<file path="config.mk">
export PLATFORM = sky130hd
export DESIGN_NAME = morse_key_timer
export DESIGN_NICKNAME = d
export VERILOG_FILES = /design/src/rtl/morse_key_timer.sv
export SDC_FILE = /design/constraint.sdc
export NUM_CORES = 1
export LEC_CHECK = 0
export CORE_MARGIN = 3
export CORE_UTILIZATION = 58
export DETAILED_ROUTE_END_ITERATION = 10
export PLACE_DENSITY_LB_ADDON = 0.3
export SETUP_SLACK_MARGIN = 0.2
export SLEW_MARGIN = 30
export SYNTH_ARGS = -nofsm -noshare
export SYNTH_HDL_FRONTEND = slang
export SYNTH_SLANG_ARGS = --single-unit
</file>
<file path="constraint.sdc">
create_clock -name clk -period 1.78 [get_ports clk]
set_clock_uncertainty 0.05 [all_clocks]
set_input_delay 0.178 -clock clk [delete_from_list [all_inputs] [get_ports clk]]
set_output_delay 0.178 -clock clk [all_outputs]
set_load 0.02 [all_outputs]
</file>
<file path="src/rtl/morse_key_timer.sv">
// Telegraph key front end: debounce, press/gap timing, dot/dash/space strobes.
// Define MORSE_KEY_SYNC_EN to add a 2-flop input synchroniser ahead of the debouncer.
module morse_key_timer #(
  parameter int UNIT_CYCLES     = 100,
  parameter int DEBOUNCE_CYCLES = 4,
  parameter int MAX_SYMS        = 5,
  parameter int CNT_W           = 16
) (
  input  logic clk,
  input  logic rst,
  input  logic key_in,
  output logic dot_out,
  output logic dash_out,
  output logic char_space_out,
  output logic word_space_out,
  output logic overflow_out,
  output logic key_busy
);

  localparam int DEB_W = $clog2(DEBOUNCE_CYCLES + 1);
  localparam int SYM_W = $clog2(MAX_SYMS + 1);

  localparam logic [CNT_W-1:0] DASH_T = CNT_W'(2 * UNIT_CYCLES);
  localparam logic [CNT_W-1:0] CHAR_T = CNT_W'(3 * UNIT_CYCLES);
  localparam logic [CNT_W-1:0] WORD_T = CNT_W'(7 * UNIT_CYCLES);
  localparam logic [CNT_W-1:0] ONE    = CNT_W'(1);

  typedef enum logic [1:0] {
    IDLE,
    PRESS,
    GAP,
    CHAR_GAP
  } state_t;

  state_t state_q, state_d;

  logic key_s;

`ifdef MORSE_KEY_SYNC_EN
  logic [1:0] sync_q, sync_d;

  always_comb begin
    sync_d = {sync_q[0], key_in};
  end

  always_ff @(posedge clk) begin
    if (rst) begin
      sync_q <= '0;
    end else begin
      sync_q <= sync_d;
    end
  end

  assign key_s = sync_q[1];
`else
  assign key_s = key_in;
`endif

  logic             key_db_q, key_db_d;
  logic [DEB_W-1:0] deb_q, deb_d;
  logic [CNT_W-1:0] dur_q, dur_d, dur_inc;
  logic [SYM_W-1:0] sym_q, sym_d;
  logic             ovf_q, ovf_d;
  logic             dot_q, dot_d;
  logic             dash_q, dash_d;
  logic             char_q, char_d;
  logic             word_q, word_d;

  // A level change is accepted only after DEBOUNCE_CYCLES straight mismatches.
  always_comb begin
    deb_d    = '0;
    key_db_d = key_db_q;
    if (key_s != key_db_q) begin
      if (deb_q == DEB_W'(DEBOUNCE_CYCLES - 1)) begin
        key_db_d = ~key_db_q;
      end else begin
        deb_d = deb_q + DEB_W'(1);
      end
    end
  end

  assign dur_inc = (dur_q == '1) ? dur_q : dur_q + ONE;

  always_comb begin
    state_d = state_q;
    dur_d   = dur_inc;
    sym_d   = sym_q;
    ovf_d   = ovf_q;
    dot_d   = 1'b0;
    dash_d  = 1'b0;
    char_d  = 1'b0;
    word_d  = 1'b0;
    unique case (state_q)
      IDLE: begin
        if (key_db_q) begin
          state_d = PRESS;
          dur_d   = ONE;
        end
      end
      PRESS: begin
        if (!key_db_q) begin
          if (sym_q < SYM_W'(MAX_SYMS)) begin
            dash_d = (dur_q >= DASH_T);
            dot_d  = (dur_q < DASH_T);
            sym_d  = sym_q + SYM_W'(1);
          end else begin
            ovf_d = 1'b1;
          end
          state_d = GAP;
          dur_d   = ONE;
        end
      end
      GAP: begin
        if (dur_q == CHAR_T) begin
          char_d  = 1'b1;
          sym_d   = '0;
          ovf_d   = 1'b0;
          state_d = CHAR_GAP;
        end
        // a rise on the threshold cycle still lets the strobe out
        if (key_db_q) begin
          state_d = PRESS;
          dur_d   = ONE;
        end
      end
      CHAR_GAP: begin
        if (dur_q == WORD_T) begin
          word_d  = 1'b1;
          state_d = IDLE;
        end
        if (key_db_q) begin
          state_d = PRESS;
          dur_d   = ONE;
        end
      end
      default: begin
        state_d = IDLE;
      end
    endcase
  end

  always_ff @(posedge clk) begin
    if (rst) begin
      state_q  <= IDLE;
      key_db_q <= 1'b0;
      deb_q    <= '0;
      dur_q    <= '0;
      sym_q    <= '0;
      ovf_q    <= 1'b0;
      dot_q    <= 1'b0;
      dash_q   <= 1'b0;
      char_q   <= 1'b0;
      word_q   <= 1'b0;
    end else begin
      state_q  <= state_d;
      key_db_q <= key_db_d;
      deb_q    <= deb_d;
      dur_q    <= dur_d;
      sym_q    <= sym_d;
      ovf_q    <= ovf_d;
      dot_q    <= dot_d;
      dash_q   <= dash_d;
      char_q   <= char_d;
      word_q   <= word_d;
    end
  end

  assign dot_out        = dot_q;
  assign dash_out       = dash_q;
  assign char_space_out = char_q;
  assign word_space_out = word_q;
  assign overflow_out   = ovf_q;
  assign key_busy       = (state_q != IDLE);

endmodule

</file>
==> results.cfg, run 1 <==
[cts]
numClockSinks = 30
clk_pin_slew_ns = 0.09
cts_tree = yes
cts_max_level = 2
insertion_delay_ns = 0.33
cts.path.max_buffers = 2
ctsHoldBuffers = 0
cts_buffers = 5
root_buffer = clkbuf_4

[timing]
clock.fmax_mhz = 586.3
rsz0062_at_grt = true
relSlewSlack_pct = 64.68
maxSlewViolCount = 0
setup-violations-final = 0
tightestPinTransition_ns = 0.5243
min_period_over_period_pct = 95.82
hold_viol = 0
layout_min_cycle_time_ns = 1.706

[critical_path]
rr_worst_depth = 6
cp_data_required_time_ns = 1.95
startpoint_type = flop
reg2reg_from = dur_q[3]
crit_arrival_ns = 1.88
cp_max_fo = 8
criticalPathCategory = reg2reg
r2r-end = dur_q[1]
cp-end-kind = flop
r2r_slack_ns = 0.07

[synthesis]
netlist_instances = 172
synth_cell_type_count = 47
syn_avg_cell_area_um2 = 8.875
yosys_warnings = 0
synth_edf_count = 0
ys.flop_type = dfxtp_1
synth-seq-cells = 30
synth-async-reset-ratio_pct = 0
synthesis.nets = 180
syn-cell-area_um2 = 1526
seq_area_frac_synth_pct = 39.34

[worst_hold_path]
min_delay_path_depth = 1
hold_class = reg2reg
holdPathEnd = deb_q[0]
worstHoldStart = deb_q[0]

[floorplanning]
die_h_um = 57.30
core.rowCount = 17
io_pins = 9
core_um2 = 2361
initial_utilization_pct = 64.65
die_area_um2 = 3283
die_w_um = 57.30

[detailed_routing]
first_iter_violations = 84
detail-route-antenna-nets = 0
wl_per_cell_um = 17.67
drt_pass1_iterations = 4
vias = 1490
post_drt_via_cell_ratio = 6.450
remaining_drc_errors = 0
finalWirelength_um = 4082

[pwr]
power_w = 0.001146
p_leak_nw = 0.7370
cellPowerDensity_nw_per_um2 = 572.2
irDropWorstVdd_v = 0.0006395

[finish]
nets = 211
syn_to_final_growth_pct = 31.23
insertedDiodeCount = 0
num-fill-cells = 129
final_area_um2 = 2003
layout-drive-gt1-share_pct = 35.96

[global_route]
grt.total_usage_pct = 24.65
grt_pass1_wl_um = 6182
antenna_found_initial = 0
grt-ovfl-total = 0
grt_pass1_vias = 1391
grt_max_degree = 14

[placed_design]
place.gp.congestion = 0.8197
placed_cell_area_um2 = 1693
place_hpwl_um = 2606
io_buffers = 8

[run_status]
status = completed

[job]
maxCapViolCount = 0
[Yosys cell counts (2+ instances only)]
cell / n / area share, %
a211oi_1: 3 / 1.5
a21o_1: 2 / 0.98
a21oi_1: 11 / 3.6
and2_1: 2 / 0.82
buf_2: 2 / 0.66
dfxtp_1: 30 / 39
ha_1: 5 / 4.1
inv_1: 9 / 2.2
mux2i_1: 4 / 2.6
nand2_1: 8 / 2.0
nand2b_1: 2 / 0.82
nand3_1: 9 / 3.0
nand4_1: 5 / 2.0
nand4_2: 2 / 1.6
nor2_1: 12 / 3.0
nor2b_1: 3 / 1.2
nor3_1: 8 / 2.6
nor3b_1: 2 / 0.98
nor4_1: 5 / 2.0
o21ai_0: 8 / 2.6
o311ai_0: 2 / 1.1
o31ai_1: 2 / 0.98
or3_1: 8 / 3.3
or4_1: 3 / 1.5
xnor2_1: 2 / 1.1
xor2_1: 2 / 1.1
[metrics by stage]
stage / hold WS, ns / TNS [ns] / cells / setup slack (ns) / util, %
2_1_floorplan: 0.2752 / 0 / 172 / 0.2096 / -
3_3_place_gp: 0.3568 / 0 / 213 / 0.08284 / 71.70
3_5_place_dp: 0.3880 / -0.01094 / 213 / -0.01094 / 71.70
4_1_cts: 0.3987 / 0 / 226 / 0.1076 / 77.80
5_1_grt: 0.4178 / -0.01681 / 231 / -0.01681 / 84.84
6_report: 0.3917 / 0 / 231 / 0.07433 / 84.84
[cell usage in the layout, fill, tap and decap left out, drive strengths merged, types with 8 or more instances in the layout]
master and instances:
o21ai 8, nor2 12, buf 22, nor3 8, nand3 11, dfxtp 30
clkbuf 8, or3 9, a21oi 11, inv 9, nand2 8
[routing by layer]
| metal | vias up | global-route usage (%) | wire (um) |
|---|---|---|---|
| met5 | - | 0 | 0 |
| met3 | 11 | 9.729 | 226 |
| met1 | 712 | 28.41 | 1688 |
| met2 | 66 | 41.44 | 2058 |
| met4 | 0 | 8.609 | 108 |
| li1 | 701 | - | - |
[worst max-delay path, stage by stage, from the launching register on]
cell     delay, ns
dfxtp_4       0.40
nand4_1       0.11
buf_6         0.16
nor4_4        0.40
buf_6         0.21
mux2i_1       0.20
nor2_1        0.06
[registers in the layout (all words and copies together), names as in the netlist]
name,flops
dot_out,1
dash_out,1
state_q,2
sym_q,3
dur_q,16
overflow_out,1
key_db_q,1
char_space_out,1
word_space_out,1
deb_q,3
[what timing repair did]
action / 4_1_cts / 5_1_grt
gates resized for setup: 21 / 37
endpoints found under the setup margin: 20 / 25
pin swaps: 9 / 19
gates cloned: 0 / 1
setup buffers: 6 / 4
[worst max path at each step]
stage / slack, ns / depth (start not counted) / startpoint / endpoint
after floorplan: 0.21 / 6 / dur_q[0] / dur_q[8]
after global placement: 0.08 / 5 / rst / dur_q[13]
after detailed placement: -0.01 / 5 / rst / dur_q[13]
after CTS: 0.11 / 4 / dur_q[7] / dur_q[13]
after global routing: -0.02 / 6 / dur_q[3] / dur_q[1]
final: 0.07 / 6 / dur_q[3] / dur_q[1]
[where the power goes]
part	switching (W)	internal, W	total [W]
Combinational	0.0000501	0.0000383	0.0000883
Sequential	0.0000119	0.000671	0.000682
Clock	0.000227	0.000149	0.000375
[cells by family after synthesis]
group / count (synthesis) / synth area share, %
adder cells (fa/ha/maj): 5 / 4.098
AND/OR/NAND/NOR: 81 / 33.12
XOR/XNOR: 4 / 2.296
buffers and inverters: 15 / 4.590
multiplexers: 4 / 2.623
flip-flops: 30 / 39.34
AO/OA/AOI/OAI: 33 / 13.93
[layout make-up]
class                      instances  area (um^2)  area share [%]
timing repair buffer              30        255.2           12.74
sequential                        30        636.9           31.79
clock buffer                       7        45.04           2.249
tap                               28        35.03           1.749
multi-input combinational        127        997.2           49.78
inverter                           9        33.78           1.686
Power figures use the tool's default switching activity.
==> run 2, diff against run 1 <==
- SKIP_LAST_GASP: default -> 1
==> results of run 2 <==
Same layout as run 1: the final DEF is identical, and so are final timing and power.
==> run 3, diff against run 2 <==
- CORE_UTILIZATION: 58 -> 61
- CTS_BUF_LIST: default -> sky130_fd_sc_hd__clkbuf_8
- HOLD_SLACK_MARGIN: default -> 0.06
==> run 3 against run 2 <==
  * Critical path depth stayed put
  * First-iteration DRC count grew 48%
  * Highest routed layer unchanged
  * Worst hold slack improved by 0.014 ns
  * Critical path type unchanged
==> results.cfg, run 3 (same netlist as run 1, synthesis figures left out) <==
[detailed_routing]
remaining_drc_errors = 0
finalWirelength_um = 5018
vias = 1565
detail-route-antenna-nets = 0
wl_per_cell_um = 21.54
post_drt_via_cell_ratio = 6.717
first_iter_violations = 124
drt_pass1_iterations = 4

[pwr]
combPwrFrac_pct = 7.1
irDropWorstVdd_v = 0.0008769
cellPowerDensity_nw_per_um2 = 696.9
p_sw_share_pct = 23.46
p_clk_share_pct = 45.6
power_w = 0.001445
power_frac_seq_pct = 47.3
internal_power_w = 0.001106
p_leak_nw = 0.7768
p_sw_w = 0.0003390

[run_status]
status = completed

[cts]
cts.path.max_buffers = 2
root_buffer = clkbuf_8
numClockSinks = 30
cts_buffers = 5
ctsHoldBuffers = 0
insertion_delay_ns = 0.30
clk_pin_slew_ns = 0.07
cts_tree = yes
cts_max_level = 2

[placed_design]
place_ws_ns = -0.04988
io_buffers = 8
place_hpwl_um = 2512
place_inst = 214
place.gp.congestion = 0.8447

[critical_path]
cp-end-kind = flop
startpoint_type = flop
cp_data_required_time_ns = 1.91
reg2reg_from = dur_q[0]
cp_max_fo = 6
r2r_slack_ns = 0.04
rr_worst_depth = 6
criticalPathCategory = reg2reg
r2r-end = state_q[0]
crit_arrival_ns = 1.88

[finish]
layout-drive-gt1-share_pct = 35.61
regMostFlops = dur_q
nets = 212
mostFrequentLayoutCell = buf_4
insertedDiodeCount = 0
final_util_pct = 90.25
mostFrequentLayoutCells = buf_4 (17), dfxtp_1 (16), nor2_1 (12), nand3_1 (9)
fin_cells = 233
syn_to_final_growth_pct = 35.82
num-fill-cells = 97
top_regs = dur_q: 16 flops, deb_q: 3 flops, sym_q: 3 flops
largest_register_ffs = 16
multiInputGateArea_um2 = 994.7
seq_area_um2 = 638.1

[floorplanning]
core_um2 = 2297
die_w_um = 56.03
die_h_um = 56.03
io_pins = 9
die_area_um2 = 3139
core.rowCount = 17
initial_utilization_pct = 66.45

[timing]
min_period_over_period_pct = 97.95
hold_ws_ns = 0.4057
relSlewSlack_pct = 64.78
maxSlewViolCount = 0
tightestPinTransition_ns = 0.5217
hold_viol = 0
setup-violations-final = 0
rsz0062_at_grt = true
finalWorstSetupSlack_ns = 0.03646
layout_min_cycle_time_ns = 1.744
clock.fmax_mhz = 573.5

[global_route]
groute.layer.met1.usage_pct = 29.32
grt-ovfl-total = 0
use_met2_pct = 45.74
antenna_found_initial = 0
grt_pass1_vias = 1405
grtUsageMet3_pct = 8.585
grt_pass1_wl_um = 6423
grt_max_degree = 11
top_usage_layer = met2
grt.total_usage_pct = 26.50

[worst_hold_path]
min_delay_path_depth = 1
hold_class = reg2reg
holdPathEnd = deb_q[0]
worstHoldStart = deb_q[0]

[job]
maxCapViolCount = 0
-- run 3: layer usage --
metal | wire length (um) | share of wire [%]
met4 | 178 | 3.5
met1 | 1910 | 38
met3 | 433 | 8.6
met5 | 0 | 0
met2 | 2495 | 50
-- run 3: through the flow --
step	TNS (ns)	instance area, um^2
2_1_floorplan	0	1531
3_3_place_gp	0	1700
3_5_place_dp	-0.04988	1700
4_1_cts	0	1926
5_1_grt	-0.04159	2073
6_report	0	2073
-- run 3: power groups by stage --
| stage | sequential, W | combinational, W | clock (W) |
|---|---|---|---|
| floorplan | 0.000704 | 0.0000418 | 0 |
| global placement | 0.000703 | 0.0000706 | 0 |
| detailed placement | 0.000703 | 0.0000760 | 0 |
| CTS | 0.000687 | 0.0000811 | 0.000658 |
| global route | 0.000684 | 0.000109 | 0.000687 |
| finish | 0.000683 | 0.000103 | 0.000659 |
-- run 3: worst max-delay path by stage --
stage / start / end / slack [ns] / depth (start not counted)
2_1_floorplan: dur_q[0] / dur_q[8] / 0.21 / 6
3_3_place_gp: rst / dur_q[13] / 0.03 / 5
3_5_place_dp: rst / dur_q[13] / -0.05 / 5
4_1_cts: dur_q[12] / state_q[0] / 0.14 / 4
5_1_grt: dur_q[1] / dur_q[5] / -0.02 / 6
6_report: dur_q[0] / state_q[0] / 0.04 / 6
-- run 3: final cells by class --
cell class / instances / share of cell area [%]
multi-input combinational: 127 / 47.98
tap: 28 / 1.690
inverter: 9 / 1.629
timing repair buffer: 31 / 12.61
sequential: 30 / 30.78
clock buffer: 8 / 5.311
-- run 3: timing repair --
action                     4_1_cts  5_1_grt
pin swaps                        9        5
cloned                           2        1
gates resized for setup         24       31
setup buffers                    6        2
setup endpoints to repair       22       24
-- run 3: worst max-delay path, stage by stage, from the launching register on --
cell and delay, ns:
dfxtp_4 0.36, inv_2 0.09, ha_2 0.18, nor2b_4 0.18, nand4_4 0.15, o41a_1 0.35, o31a_1 0.26
